## src/rtl/ws2812_pkg.sv

```systemverilog
// Shared types and default timing for the WS2812 frame sequencer.
package ws2812_pkg;
  localparam int GRB_W      = 24;
  localparam int DEF_T0H    = 20;
  localparam int DEF_T1H    = 40;
  localparam int DEF_TBIT   = 63;
  localparam int DEF_TRESET = 2500;

  typedef enum logic [1:0] {
    IDLE,
    PRELOAD,
    SEND,
    LATCH
  } state_e;
endpackage

```

## src/rtl/ws2812_bit_timer.sv

```systemverilog
// Cycle counter: counts 0..terminal-1 while enabled, pulsing tc on the last count.
module ws2812_bit_timer #(
  parameter int W = 12
) (
  input  logic         clk,
  input  logic         clear,
  input  logic         enable,
  input  logic [W-1:0] terminal,
  output logic [W-1:0] count,
  output logic         tc
);
  logic [W-1:0] cnt_q, cnt_d;

  assign tc    = enable && (cnt_q == terminal - W'(1));
  assign count = cnt_q;

  always_comb begin
    cnt_d = cnt_q;
    if (clear || tc) begin
      cnt_d = '0;
    end else if (enable) begin
      cnt_d = cnt_q + W'(1);
    end
  end

  always_ff @(posedge clk) begin
    cnt_q <= cnt_d;
  end
endmodule

```

## src/rtl/ws2812_frame_sequencer.sv

```systemverilog
// Streams NUM_LEDS GRB words from pixel RAM as WS2812 bit pulses, then holds the latch gap.
module ws2812_frame_sequencer
  import ws2812_pkg::*;
#(
  parameter int NUM_LEDS = 8,
  parameter int ADDR_W   = 3,
  parameter int T0H      = DEF_T0H,
  parameter int T1H      = DEF_T1H,
  parameter int TBIT     = DEF_TBIT,
  parameter int TRESET   = DEF_TRESET
) (
  input  logic              clk,
  input  logic              rst,
  input  logic              start,
  output logic              busy,
  output logic              done,
  output logic              pix_rd,
  output logic [ADDR_W-1:0] pix_addr,
  input  logic [GRB_W-1:0]  pix_data,
  output logic              dout
);
  localparam int TMAX  = (TBIT > TRESET) ? TBIT : TRESET;
  localparam int TW    = $clog2(TMAX + 1);
  localparam int BIT_W = $clog2(GRB_W);

  localparam logic [TW-1:0]     T0H_C    = TW'(T0H);
  localparam logic [TW-1:0]     T1H_C    = TW'(T1H);
  localparam logic [TW-1:0]     TBIT_C   = TW'(TBIT);
  localparam logic [TW-1:0]     TRESET_C = TW'(TRESET);
  localparam logic [TW-1:0]     TPRE_C   = TW'(2);
  localparam logic [ADDR_W-1:0] LAST_LED = ADDR_W'(NUM_LEDS - 1);
  localparam logic [BIT_W-1:0]  MSB_IDX  = BIT_W'(GRB_W - 1);

  state_e             state_q, state_d;
  logic [BIT_W-1:0]   bit_q, bit_d;
  logic [ADDR_W-1:0]  led_q, led_d;
  logic [GRB_W-1:0]   shift_q, shift_d;
  logic [GRB_W-1:0]   next_q, next_d;
  logic               done_q, done_d;

  logic [TW-1:0]      tcnt;
  logic [TW-1:0]      tmr_term;
  logic               tmr_en;
  logic               tmr_clr;
  logic               tc;

  // Timer restarts on every state entry and whenever reset is applied.
  assign tmr_clr = rst || (state_d != state_q);

  ws2812_bit_timer #(
    .W(TW)
  ) u_timer (
    .clk      (clk),
    .clear    (tmr_clr),
    .enable   (tmr_en),
    .terminal (tmr_term),
    .count    (tcnt),
    .tc       (tc)
  );

  always_comb begin
    state_d  = state_q;
    bit_d    = bit_q;
    led_d    = led_q;
    shift_d  = shift_q;
    next_d   = next_q;
    done_d   = 1'b0;
    pix_rd   = 1'b0;
    pix_addr = '0;
    tmr_en   = 1'b0;
    tmr_term = TBIT_C;
    unique case (state_q)
      IDLE: begin
        if (start) begin
          state_d = PRELOAD;
          bit_d   = MSB_IDX;
          led_d   = '0;
        end
      end
      PRELOAD: begin
        tmr_en   = 1'b1;
        tmr_term = TPRE_C;
        pix_rd   = (tcnt == '0);
        if (tc) begin
          shift_d = pix_data;
          state_d = SEND;
        end
      end
      SEND: begin
        tmr_en = 1'b1;
        // Fetch the next LED's word during bit 0 so it is ready with no gap.
        if (bit_q == '0 && led_q != LAST_LED) begin
          if (tcnt == '0) begin
            pix_rd   = 1'b1;
            pix_addr = led_q + ADDR_W'(1);
          end
          if (tcnt == TW'(1)) begin
            next_d = pix_data;
          end
        end
        if (tc) begin
          if (bit_q == '0) begin
            if (led_q == LAST_LED) begin
              state_d = LATCH;
            end else begin
              led_d   = led_q + ADDR_W'(1);
              bit_d   = MSB_IDX;
              shift_d = next_q;
            end
          end else begin
            bit_d   = bit_q - BIT_W'(1);
            shift_d = {shift_q[GRB_W-2:0], 1'b0};
          end
        end
      end
      LATCH: begin
        tmr_en   = 1'b1;
        tmr_term = TRESET_C;
        if (tc) begin
          state_d = IDLE;
          done_d  = 1'b1;
        end
      end
      default: state_d = IDLE;
    endcase
  end

  always_ff @(posedge clk) begin
    if (rst) begin
      state_q <= IDLE;
      bit_q   <= '0;
      led_q   <= '0;
      done_q  <= 1'b0;
    end else begin
      state_q <= state_d;
      bit_q   <= bit_d;
      led_q   <= led_d;
      done_q  <= done_d;
    end
  end

  always_ff @(posedge clk) begin
    shift_q <= shift_d;
    next_q  <= next_d;
  end

  assign busy = (state_q != IDLE);
  assign done = done_q;
  assign dout = (state_q == SEND) && (tcnt < (shift_q[GRB_W-1] ? T1H_C : T0H_C));
endmodule
```

## config.mk

```make
export PLATFORM = sky130hd
export DESIGN_NAME = ws2812_frame_sequencer
export DESIGN_NICKNAME = d
export VERILOG_FILES = /design/src/rtl/ws2812_pkg.sv /design/src/rtl/ws2812_bit_timer.sv /design/src/rtl/ws2812_frame_sequencer.sv
export SDC_FILE = /design/constraint.sdc
export NUM_CORES = 1
export LEC_CHECK = 0
export BUFFER_PORTS_ARGS = -buffer_cell sky130_fd_sc_hd__buf_4
export CAP_MARGIN = 10
export CORE_MARGIN = 5
export CORE_UTILIZATION = 53
export CTS_BUF_LIST = sky130_fd_sc_hd__clkbuf_16
export CTS_CLUSTER_SIZE = 40
export DETAILED_ROUTE_END_ITERATION = 12
export GPL_ROUTABILITY_DRIVEN = 0
export PLACE_DENSITY = 0.75
export SLEW_MARGIN = 0
export SYNTH_ARGS = -nofsm -noshare
export SYNTH_HDL_FRONTEND = slang
export SYNTH_SLANG_ARGS = --single-unit
```

## constraint.sdc

```tcl
create_clock -name clk -period 4.03 [get_ports clk]
set_clock_uncertainty 0.1 [all_clocks]
set_input_delay 0.403 -clock clk [delete_from_list [all_inputs] [get_ports clk]]
set_output_delay 0.403 -clock clk [all_outputs]
set_load 0.01 [all_outputs]
```

After elaboration in Yosys (flattened, before gate mapping)
Cells that the tools add are included.
Widths: inputs -> output; s select.
{ "totals": {"wordCells": 76, "register_bits": 71} }
{ "op_classes": {"n_lt_le_gt_ge": 1, "n_eq_ne": 14, "muxes": 32, "n_reduce_logical": 17, "addsub": 4, "bitwise_logic": 1} }
{ "op_table": {"columns": ["operator", "count"], "rows": [
  ["$mux 24", 4],
  ["$pmux 24 s2", 1],
  ["$pmux 12 s2", 1],
  ["$mux 3", 7],
  ["$mux 5", 4],
  ["$add 12x1->12 const B", 1],
  ["$eq 12x1->1 const B", 1],
  ["$eq 12x12->1", 1],
  ["$logic_not 12->1", 1],
  ["$lt 12x6->1", 1],
  ["$mux 2", 6],
  ["$sub 12x1->12 const B", 1],
  ["$pmux 5 s2", 1],
  ["$pmux 2 s4", 1],
  ["$reduce_and 4->1", 2],
  ["$mux 6", 1],
  ["$ne 2x2->1 const B", 3],
  ["$ne 3x3->1 const B", 2],
  ["$pmux 3 s2", 1],
  ["$reduce_bool 2->1", 3],
  ["$logic_not 5->1", 1],
  ["$reduce_and 5->1", 1],
  ["$sub 5x1->5 const B", 1],
  ["$eq 2x2->1 const B", 2],
  ["14 further kinds", 21]
]} }

Logic depth before layout (Yosys ltp)
{ "logic_depth": {"word_depth": 10, "mapped_depth": 11} }

Modules after synthesis
A second synthesis with hierarchy kept.
{ "unflattened": {"hier_cells": 406, "area_unflattened_um2": 3950.0} }
{ "by_module_without_submodules": {"columns": ["mod", "n_inst", "seq_area_each_um2", "cells_each", "area_each_um2"], "rows": [
  ["ws2812_frame_sequencer", 1, 1661.6, 274, 2836.5],
  ["ws2812_bit_timer", 1, 240.2, 132, 1113.6]
]} }

Worst setup path after synthesis
Ideal clock, no wire load.
{ "synth_path": {"path_type": "reg-to-reg", "from": "register state_q[1]", "to": "register shift_q[0] (enable)", "stages_incl_launch_ff": 10, "t_arrival_ns": 3.691, "setup_time_ns": 0.450, "period_less_slack_ns": 4.241, "required_ns": 3.480, "setup_slack_ns": -0.211, "path_cell_list": "dfxtp_1 > inv_1 > ha_1 > inv_1 > ha_1 > xnor2_1 > a2111oi_4 > nand3_2 > buf_6 > a311oi_1"} }
{ "synth_via": {"elab_chain_len": 7, "word_cells_on_any_way": 14, "classes_between": "1 x add/sub; 7 x eq/ne; 2 x mux; 4 x reduce/logical"} }
{ "synth_lines": {"columns": ["item", "line_no", "source"], "rows": [
  ["start, declared", "ws2812_frame_sequencer.sv:34", "state_e state_q, state_d;"],
  ["start signal, assigned", "ws2812_frame_sequencer.sv:135", "state_q <= state_d;"],
  ["$eq 2x2->1 / $eq 2x1->1 (equally long branches)", "ws2812_frame_sequencer.sv:72", "unique case (state_q)"],
  ["$pmux 12 s2", "ws2812_frame_sequencer.sv:72", null],
  ["$sub 12x1->12", "ws2812_bit_timer.sv:14", "assign tc = enable && (cnt_q == terminal - W'(1));"],
  ["$eq 12x12->1", "ws2812_bit_timer.sv:14", null],
  ["$logic_and 1x1->1", "ws2812_bit_timer.sv:14", null],
  ["$ne 2x1->1 (no line)", null, null],
  ["$reduce_and 4->1 (no line) *", null, null],
  ["end signal, assigned", "ws2812_frame_sequencer.sv:143", "shift_q <= shift_d;"],
  ["end, declared", "ws2812_frame_sequencer.sv:37", "logic [GRB_W-1:0] shift_q, shift_d;"]
]} }
Mark *: on every way between the ends. The rest lies on a longest branch, timed or not.
A chain may end at the register's enable or synchronous reset.

Final worst setup path
{ "layout_path": {"from": "register state_q[0]", "to": "register shift_q[22] (enable)"} }
Same word-level chain as after synthesis.

==> results.yml <==
floorplanning:
  fp.coreArea_um2: 6420
  ios: 34
  dieArea_um2: 8390
  die_w_um: 91.6
  die_y_um: 91.6
  rows: 29
  start_util: 0.549
finish:
  area_growth_pct: 18.6
  fin_nets: 387
  diodes: 0
  multiInputGateArea_um2: 1500
  drive_gt1_frac: 0.191
  seq_area_um2: 1900
  num-fill-cells: 491
routing:
  postRouteWirelength_um: 6610
  final_antenna_net_count: 0
  wl_met2_um: 3270
  drt_iter0_drc: 139
  wl_per_cell_um: 15.4
  vias: 2427
  wl_met1_um: 2960
  remaining_drc_errors: 0
  route.met3.wl_um: 301
  vias_per_cell: 5.67
  first_pass_iters: 4
  top_layer: "met4"
placed_design:
  dp_hpwl_um: 4430
  io_buffer_count: 33
global_route:
  grt_pass1_wl_um: 11500
  grt-ovfl-total: 0
  first_global_vias: 2467
  antenna_found_initial: 0
  grt_usage: 0.173
  grt_max_degree: 57
pwr:
  p_leak_nw: 1.59
  powerDensity_nw_per_um2: 440
  vdd_drop_max_mv: 0.352
worst_setup_path:
  crit_start: "state_q[0]"
  crit_arrival_ns: 3.10
  criticalPathCategory: "reg -> reg"
  worst-path-max-fanout: 24
  required_ns: 3.92
  critical_path.endpoint_type: "flop"
  critPathLaunchType: "flop"
  rr_startpoint: "state_q[0]"
hold_path:
  min_path_type: "in -> reg"
  hp-start: "pix_data[10]"
synth:
  ys_seq_area_frac: 0.539
  synth_area_leaders: "edfxtp_1 (41%), dfxtp_1 (13%), mux2i_1 (7.4%)"
  synth.most_common_cell: "edfxtp_1"
  ys_ff_latch: 71
  synthArstFlopShare: 0
  syn-num-nets: 353
  synth_cell_types: 52
  syn_avg_cell_area_um2: 11.3
  synthDominantCellAreaShare: 0.409
  yosys_warnings: 0
  synthFlopType: "edfxtp_1"
  yosys.area.top_type: "edfxtp_1"
  syn_area_um2: 3530
  synth_common_cells: "edfxtp_1 (48), nor2_1 (45), a21oi_1 (29)"
  synth_edf_count: 48
  synth_cells: 312
sta:
  post-route-period-util: 0.795
  drv_slew: 0
  hold_viol: 0
  rsz0062_at_grt: "no"
  min_period_ns: 3.20
  tightest_slew_ns: 0.607
  slew_headroom: 0.592
  fmax_ghz: 0.312
  fin_setup_tns_ns: 0
  report.final.setup_viol: 0
  worst_hold_slack_ns: 0.158
clock_tree:
  clkLatencyLatePin_ns: 0.32
  cts.htree.levels: 3
  cts_buffers: 9
  clockBufferDepth: 2
  cts_root_buffer: "clkbuf_16"
  clock_sinks: 71
  cts_setup_buffers: 0
  cts_tree: "done"
  clkTransAtPathRegs_ns: 0.06
  cts_resized: 0
  holdBufCountCts: 0
flow_run:
  maxCapViolations: 0
outcome:
  outcome: "completed"
final timing paths:
kind | to | slack, ns | cells after the start
setup / recovery | shift_q[22] | 0.83 | 7
hold / removal | next_q[10] | 0.16 | 1
setup reg to reg | shift_q[22] | 0.83 | 7
hold reg to reg | led_q[1] | 0.38 | 2
cell usage in the layout (no fill, tap or decap), drive strengths merged, types with 2 or more instances in the layout:
master and n:
edfxtp 48, nor2 45, buf 37, a21oi 29, mux2i 26, dfxtp 23
inv 17, ha 14, nand2 12, nand3 11, clkbuf 9, xor2 8
o21ai 7, and3 5, xnor2 5, nand4 4, or3 4, a2111oi 4
nor4 3, nor3 3, a211oi 3, bufinv 3, clkinv 3, nand3b 2
o41ai 2, and2 2, o211ai 2, nor2b 2, and2b 2, a311oi 2
sequential cells by signal, summed over array words and instances (netlist names):
register       flops
next_q            24
led_q              3
bit_q              5
state_q            2
u_timer.count     12
done               1
shift_q           24
layout make-up:
| type | count | area share |
|---|---|---|
| Tap cell | 77 | 0.0230 |
| Inverter | 16 | 0.0144 |
| Timing Repair Buffer | 37 | 0.0664 |
| Sequential cell | 71 | 0.455 |
| Clock inverter | 7 | 0.0287 |
| Multi-Input combinational cell | 211 | 0.359 |
| Clock buffer | 9 | 0.0538 |
layer usage:
layer | global-route usage | up-vias
li1 | - | 1219
met1 | 0.220 | 1151
met2 | 0.281 | 50
met3 | 0.0545 | 7
met4 | 0.0565 | 0
met5 | 0 | -
per-stage QoR:
| stage | power, W | std cells | area, um^2 | setup WS [ns] | util |
|---|---|---|---|---|---|
| CTS | 0.00186 | 428 | 4180 | 0.829 | 0.651 |
| floorplan | 0.000905 | 312 | 3530 | 0.621 | - |
| finish | 0.00184 | 428 | 4180 | 0.827 | 0.651 |
| detailed placement | 0.000951 | 412 | 3840 | 0.853 | 0.598 |
| global route | 0.00191 | 428 | 4180 | 0.629 | 0.651 |
| global placement | 0.000946 | 412 | 3840 | 0.922 | 0.598 |
where the power goes:
part	total [W]	leakage, nW	internal (W)	switching, W
Sequential	0.000790	0.618	0.000783	0.00000694
Combinational	0.000146	0.801	0.0000666	0.0000793
Clock	0.000905	0.171	0.000606	0.000299
kinds of logic (layout without fill, tap and decap cells):
kind of cell | Yosys count | in the layout | synth area share
flip-flops | 71 | 71 | 0.539
XOR/XNOR | 13 | 13 | 0.0323
AO/OA/AOI/OAI | 56 | 56 | 0.112
multiplexers | 26 | 26 | 0.0738
buffers and inverters | 30 | 69 | 0.0433
adder cells (fa/ha/maj) | 14 | 14 | 0.0497
AND/OR/NAND/NOR | 102 | 102 | 0.150
critical path: stages, from the launching register on:
cell	delay, ns
dfxtp_1	0.39
inv_1	0.12
ha_1	0.39
or3_4	0.46
a2111oi_4	0.37
nand3_2	0.33
a311oi_4	0.33
buf_4	0.37
Note: power is estimated with default switching activity, not from simulation.
